--- config.mk ---
export PLATFORM = sky130hd
export DESIGN_NAME = inst_loader
export DESIGN_NICKNAME = d
export VERILOG_FILES = /design/src/rtl/inst_loader.sv
export SDC_FILE = /design/constraint.sdc
export NUM_CORES = 1
export LEC_CHECK = 0
export BUFFER_PORTS_ARGS = -buffer_cell sky130_fd_sc_hd__buf_2
export CAP_MARGIN = 20
export CORE_MARGIN = 2
export CORE_UTILIZATION = 51
export DETAILED_ROUTE_END_ITERATION = 6
export PLACE_DENSITY = 0.82
export SYNTH_ARGS = -nofsm -noshare
export SYNTH_HDL_FRONTEND = slang
export SYNTH_SLANG_ARGS = --single-unit
--- constraint.sdc ---
create_clock -name Clk -period 2.4 [get_ports Clk]
set_input_delay 0.24 -clock Clk [delete_from_list [all_inputs] [get_ports Clk]]
set_output_delay 0.24 -clock Clk [all_outputs]
set_load 0.01 [all_outputs]
--- src/rtl/inst_loader.sv ---
// Byte-at-a-time instruction word loader: debounced button commits switch bytes,
// every fourth byte issues a one-cycle word write and advances the word address.
module inst_loader #(
  parameter int ADDR_W   = 6,
  parameter int DEBOUNCE = 5
) (
  input  logic              Clk,
  input  logic              Rst,
  input  logic              Button,
  input  logic [7:0]        Sw,
  output logic              mem_we,
  output logic [ADDR_W-1:0] mem_addr,
  output logic [31:0]       mem_din,
  output logic [7:0]        LED,
  output logic              Full
);

  localparam logic [2:0] B0   = 3'd0;
  localparam logic [2:0] B1   = 3'd1;
  localparam logic [2:0] B2   = 3'd2;
  localparam logic [2:0] B3   = 3'd3;
  localparam logic [2:0] WR   = 3'd4;
  localparam logic [2:0] FULL = 3'd5;

  localparam logic [ADDR_W-1:0] ADDR_MAX = '1;

  logic [DEBOUNCE:0] r_buf;
  logic              r_deb;
  logic              r_deb_d;
  logic [2:0]        r_state;
  logic [31:0]       r_word;
  logic [ADDR_W-1:0] r_addr;

  logic [DEBOUNCE:0] w_buf_nxt;
  logic              w_commit;

  // The filter decides on the shifted-in value so deb moves on the
  // DEBOUNCE+1-th consecutive sample itself (needs DEBOUNCE >= 1).
  assign w_buf_nxt = {r_buf[DEBOUNCE-1:0], Button};
  assign w_commit  = r_deb_d & ~r_deb;

  always_ff @(posedge Clk or posedge Rst) begin
    if (Rst) begin
      r_buf   <= '0;
      r_deb   <= 1'b0;
      r_deb_d <= 1'b0;
      r_state <= B0;
      r_word  <= '0;
      r_addr  <= '0;
    end else begin
      r_buf   <= w_buf_nxt;
      r_deb_d <= r_deb;
      if (&w_buf_nxt)
        r_deb <= 1'b1;
      else if (~|w_buf_nxt)
        r_deb <= 1'b0;

      case (r_state)
        B0, B1, B2, B3: begin
          if (w_commit) begin
            r_word[{r_state[1:0], 3'b000} +: 8] <= Sw;
            r_state <= (r_state == B3) ? WR : r_state + 3'd1;
          end
        end
        WR: begin
          if (r_addr == ADDR_MAX) begin
            r_state <= FULL;
          end else begin
            r_addr  <= r_addr + 1'b1;
            r_state <= B0;
          end
        end
        FULL:    r_state <= FULL;
        default: r_state <= B0;
      endcase
    end
  end

  // Lane is the low two state bits; WR decodes to lane 0.
  assign mem_we   = (r_state == WR);
  assign Full     = (r_state == FULL);
  assign mem_addr = r_addr;
  assign mem_din  = r_word;
  assign LED      = Full ? 8'hFF : {r_state[1:0], r_addr[5:0]};

endmodule
== Yosys cells after proc, flatten, opt, wreduce, memory -nomap -nowiden ==
Index checks and enable logic that the tools add are counted.
Storage, ports and cells
  register bits after elaboration: 48
  output and inout bits: 48
  logic and storage cells: 36
  bits of input ports: 11
Operators by class
  reductions and logical operators: 6
  shift operators: 2
  multiplexer cells: 8
  equal/unequal tests: 8
  bitwise operators: 3
  $add $sub $neg: 3
Operator list (number)
  $bwmux 32: 1
  $shift 8x7->32 const A: 1
  $shiftx 8x7->32: 1
  $mux 3: 3
  $pmux 3 s3: 1
  $mux 8: 1
  $neg 5->7: 1
  $add 6x1->6 const B: 1
  $eq 3x2->1 const B: 2
  $eq 3x3->1 const B: 2
  $eq 6x6->1 const B: 1
  $reduce_and 6->1: 1
  $reduce_or 6->1: 1
  $ne 2x2->1 const B: 2
  $reduce_and 2->1: 2
  $reduce_or 4->1: 1
  $add 3x1->3 const B: 1
  $eq 3x1->1 const B: 1
  $logic_not 3->1: 1
  $mux 1: 2
  $not 1->1: 2
  $and 1x1->1: 1

== Logic depth before layout (Yosys ltp) ==
  word-level depth: 4
  gate-level depth with buffers: 7
  gate-level depth less buffers: 6

== Worst setup path before layout ==
Ideal clock, no wire load.
  path type: register -> register
  start point: register r_state[0]
  end point: register r_word[24], in the netlist mem_din[24]
  setup time: 0.121 ns
  required time: 2.279 ns
  period minus slack after synthesis: 1.996 ns
  buffers on the path: 1
  slack: 0.404 ns
  stages on the path, launching flop included: 8
  data arrival time: 1.875 ns
  cells stage by stage: dfrtp_1 > inv_1 > ha_1 > buf_6 > or4_4 > nand4_4 > nor4_4 > a22o_1
On the way
  cells in the longest elaborated chain, start to end: 3
  elaborated cells between the ends (all ways): 10
  those cells by class: 1 x add/sub; 3 x eq/ne; 2 x shift; 1 x mux; 3 x reduce/logical
RTL lines
  start, declared: line 30  | logic [2:0] r_state;
  start signal, assigned: line 62  | r_state <= (r_state == B3) ? WR : r_state + 3'd1;
  $neg 5->7 (tied with other cells): line 61  | r_word[{r_state[1:0], 3'b000} +: 8] <= Sw;
  $shiftx 8x7->32 (tied with other cells): line 61
  $bwmux 32 / $reduce_and 2->1 (equally long branches)
  end signal, assigned by index: line 61
  end, declared: line 31  | logic [31:0] r_word;
Several ways; a longest one is shown, not always the timed one.
A chain may end at the register's enable or synchronous reset.

== Worst setup path in the final report ==
  start point: register r_state[0]
  end point: register r_word[26], in the netlist mem_din[26]
Same word-level chain as after synthesis.

==> out/metrics.yaml <==
dp_hpwl_microns: 3370
routabilityCongestion: 0.838
clock_sinks: 48
clock_latency_ns: 0.30
cp_top_family: "simple AND/OR/NAND/NOR gates"
global_route_wire_length_before_repair_microns: 7210
power.ir.vdd_worst_mv: 0.636
min-delay-start: "Button"
timing.fmax_ghz: 0.464
min_to: "r_buf[0]"
start_kind: "flip-flop"
cp_cell_sequence: "inv_1 > ha_1 > or4_4 > nand4_4 > nor4_4 > a22o_1"
grt_overflow_total: 0
floorplan.die.width_microns: 68.5
grt_start_max_net_pins: 24
clock-root-buffer: "clkbuf_8"
final.period_utilization: 0.897
cellPowerDensity_nw_per_um2: 1130
timing.clock.skew_ns: 0.0108
via_count_of_the_first_global_routing_pass: 1564
placed_cells_incl_taps: 314
pre_cts_ws_ns: 0.258
r2r_setup_slack_ns: 0.25
dr.first_iter.drc_count: 112
outcome: "completed"
floorplan.die_area_sq_um: 4690
post-cts-setup-buffer-count: 0
ant_nets: 0
slowest_delay_ns: 0.59
clock_slew_seen_by_the_registers_of_the_worst_setup_and_hold_paths_ns: 0.08
synth_top_area_share: 0.566
clk_path_buf_depth: 2
cts.htree.levels: 2
post-route-min-period_ns: 2.15
timing.final.ws_setup_ns: 0.247
flow.area_growth_from_synthesis_pct: 23.3
buffer_ports.inserted: 58
critical_path_top_delay_cell: "or4_4"
seq_area_frac_synth: 0.566
synthTopCellsByArea: "dfrtp_1, nand2_1, o21ai_0"
hold_ws_ns: 0.0793
whs_path_depth: 1
critical_path.endpoint_type: "flip-flop"
finalCoreUtilization: 0.654
fin_setup_tns_ns: 0
synthDominantAreaCellType: "dfrtp_1"
synthCells: 207
grt_setup_unrepaired: "no"
r2r_cells: 6
worst_r2r_endpoint: "mem_din[26]"
required_arrival_time_at_the_worst_endpoint_ns: 2.59
initial_utilization: 0.530
slew_of_the_pin_with_the_lowest_slew_margin_ns: 0.680
final-instance-count-excl-fill: 322
cts_tree: "built"
setup_violations: 0
antenna_found_initial: 0
hold_viol: 0
fp-row-count: 23
synthesis.area_per_instance_sq_um: 10.2
worst_r2r_startpoint: "r_state[0]"
ys_types: 30
maxSlewViolCount: 0
layout.cells.most_common_list: "nand2_1, buf_2, dfrtp_1"
post_synth_instance_area_sq_um: 2120
route.detailed.wl_per_inst_microns: 13.7
path_class: "flip-flop to flip-flop"
path_max_fanout: 9
drcViolationCount: 0
cap_violations: 0
cp.buffers_inverters: 1
n_antenna_cell: 0
hold_class: "input port to flip-flop"
cts_inserted_buffers: 5
layout.cells.most_common: "nand2_1"
die_y_microns: 68.5
drt-total-wl_microns: 4400
crit_arrival_ns: 2.34
yosysWarningCount: 0
synth_seq_cells: 48
globalRouteTotalUtil: 0.207
syn_nets: 225
timing.slew.headroom: 0.535
drt_first_pass_iters: 4
p_leak_nw: 1.31
post_drt_via_cell_ratio: 5.30
core_sq_um: 4000
fin_nets: 290
io-pin-count: 59
share_of_post_route_cells_with_drive_strength_above_1: 0.290
route.vias.total: 1705
[flip-flops by register name, summed over array words and instances (netlist names)]
name and cells:
mem_addr 6, mem_din 32, r_buf 5, r_deb 1, r_deb_d 1, r_state 3
[where the power goes]
| group | total (mW) | switching (mW) | internal, mW |
|---|---|---|---|
| logic | 1.10 | 0.635 | 0.461 |
| registers | 1.20 | 0.167 | 1.04 |
| clock network | 0.666 | 0.256 | 0.410 |
| total | 2.97 | 1.06 | 1.91 |
[cell families after synthesis]
family | synth area share
AO/OA/AOI/OAI | 0.122
XOR/XNOR | 0.0124
adder cells (fa/ha/maj) | 0.0413
buffers and inverters | 0.0236
flip-flops | 0.566
multiplexers | 0.0153
AND/OR/NAND/NOR | 0.219
[timing repair]
action | 4_1_cts | 5_1_grt
endpoints found under the hold margin | 9 | 0
gates resized for setup | 0 | 0
hold buffers | 1 | 0
[per-layer routing]
layer  GRT usage  part of all wire
met5           0                 0
met4      0.0450            0.0057
met3      0.0477             0.063
met2       0.358              0.49
met1       0.263              0.44
[worst reg2reg max path, delay by kind of cell (launching register included)]
family	cells	cell delay, ns
flops	1	0.51
compound gates	1	0.19
simple gates	3	0.85
fa+ha+maj	1	0.29
buf+inv	1	0.21
[cells in the mapped netlist (all sizes together)]
cell type	n
nand2	59
dfrtp	48
o21ai	27
nand2b	9
a22o	8
ha	7
nand3	7
nor2	7
inv	6
clkbuf	3
xor2	3
a32oi	2
buf	2
mux2	2
nor3	2
nor3b	2
nor4	2
or4	2
a2111oi	1
a21boi	1
a21oi	1
a221oi	1
and2	1
mux2i	1
nand3b	1
nand4	1
nor2b	1
[how the worst max path moves through the flow]
stage | end | start | slack (ns) | cells after the start
4_1_cts | mem_din[26] | r_state[0] | 0.24 | 6
3_5_place_dp | mem_din[26] | r_state[0] | 0.26 | 6
5_1_grt | mem_din[12] | r_state[0] | 0.07 | 5
6_report | mem_din[26] | r_state[0] | 0.25 | 6
2_1_floorplan | mem_din[24] | r_state[0] | 0.40 | 7
3_3_place_gp | mem_din[24] | r_state[0] | 0.37 | 6
[metrics by stage]
stage          cell area (sq um)  power, mW
2_1_floorplan               2120       1.89
3_3_place_gp                2480       2.29
3_5_place_dp                2480       2.33
4_1_cts                     2620       2.99
5_1_grt                     2620       3.19
6_report                    2620       2.97
[area by class of cell]
cell class / count / area [sq um]
inverters: 6 / 22.5
multi-input cells: 148 / 870
clock inverters: 2 / 60.1
fillers: 342 / 1390
repair buffers: 63 / 330
flip-flops and latches: 48 / 1200
clock buffers: 5 / 68.8
well taps: 50 / 62.6
No activity file was read; power rests on OpenSTA's default activity.
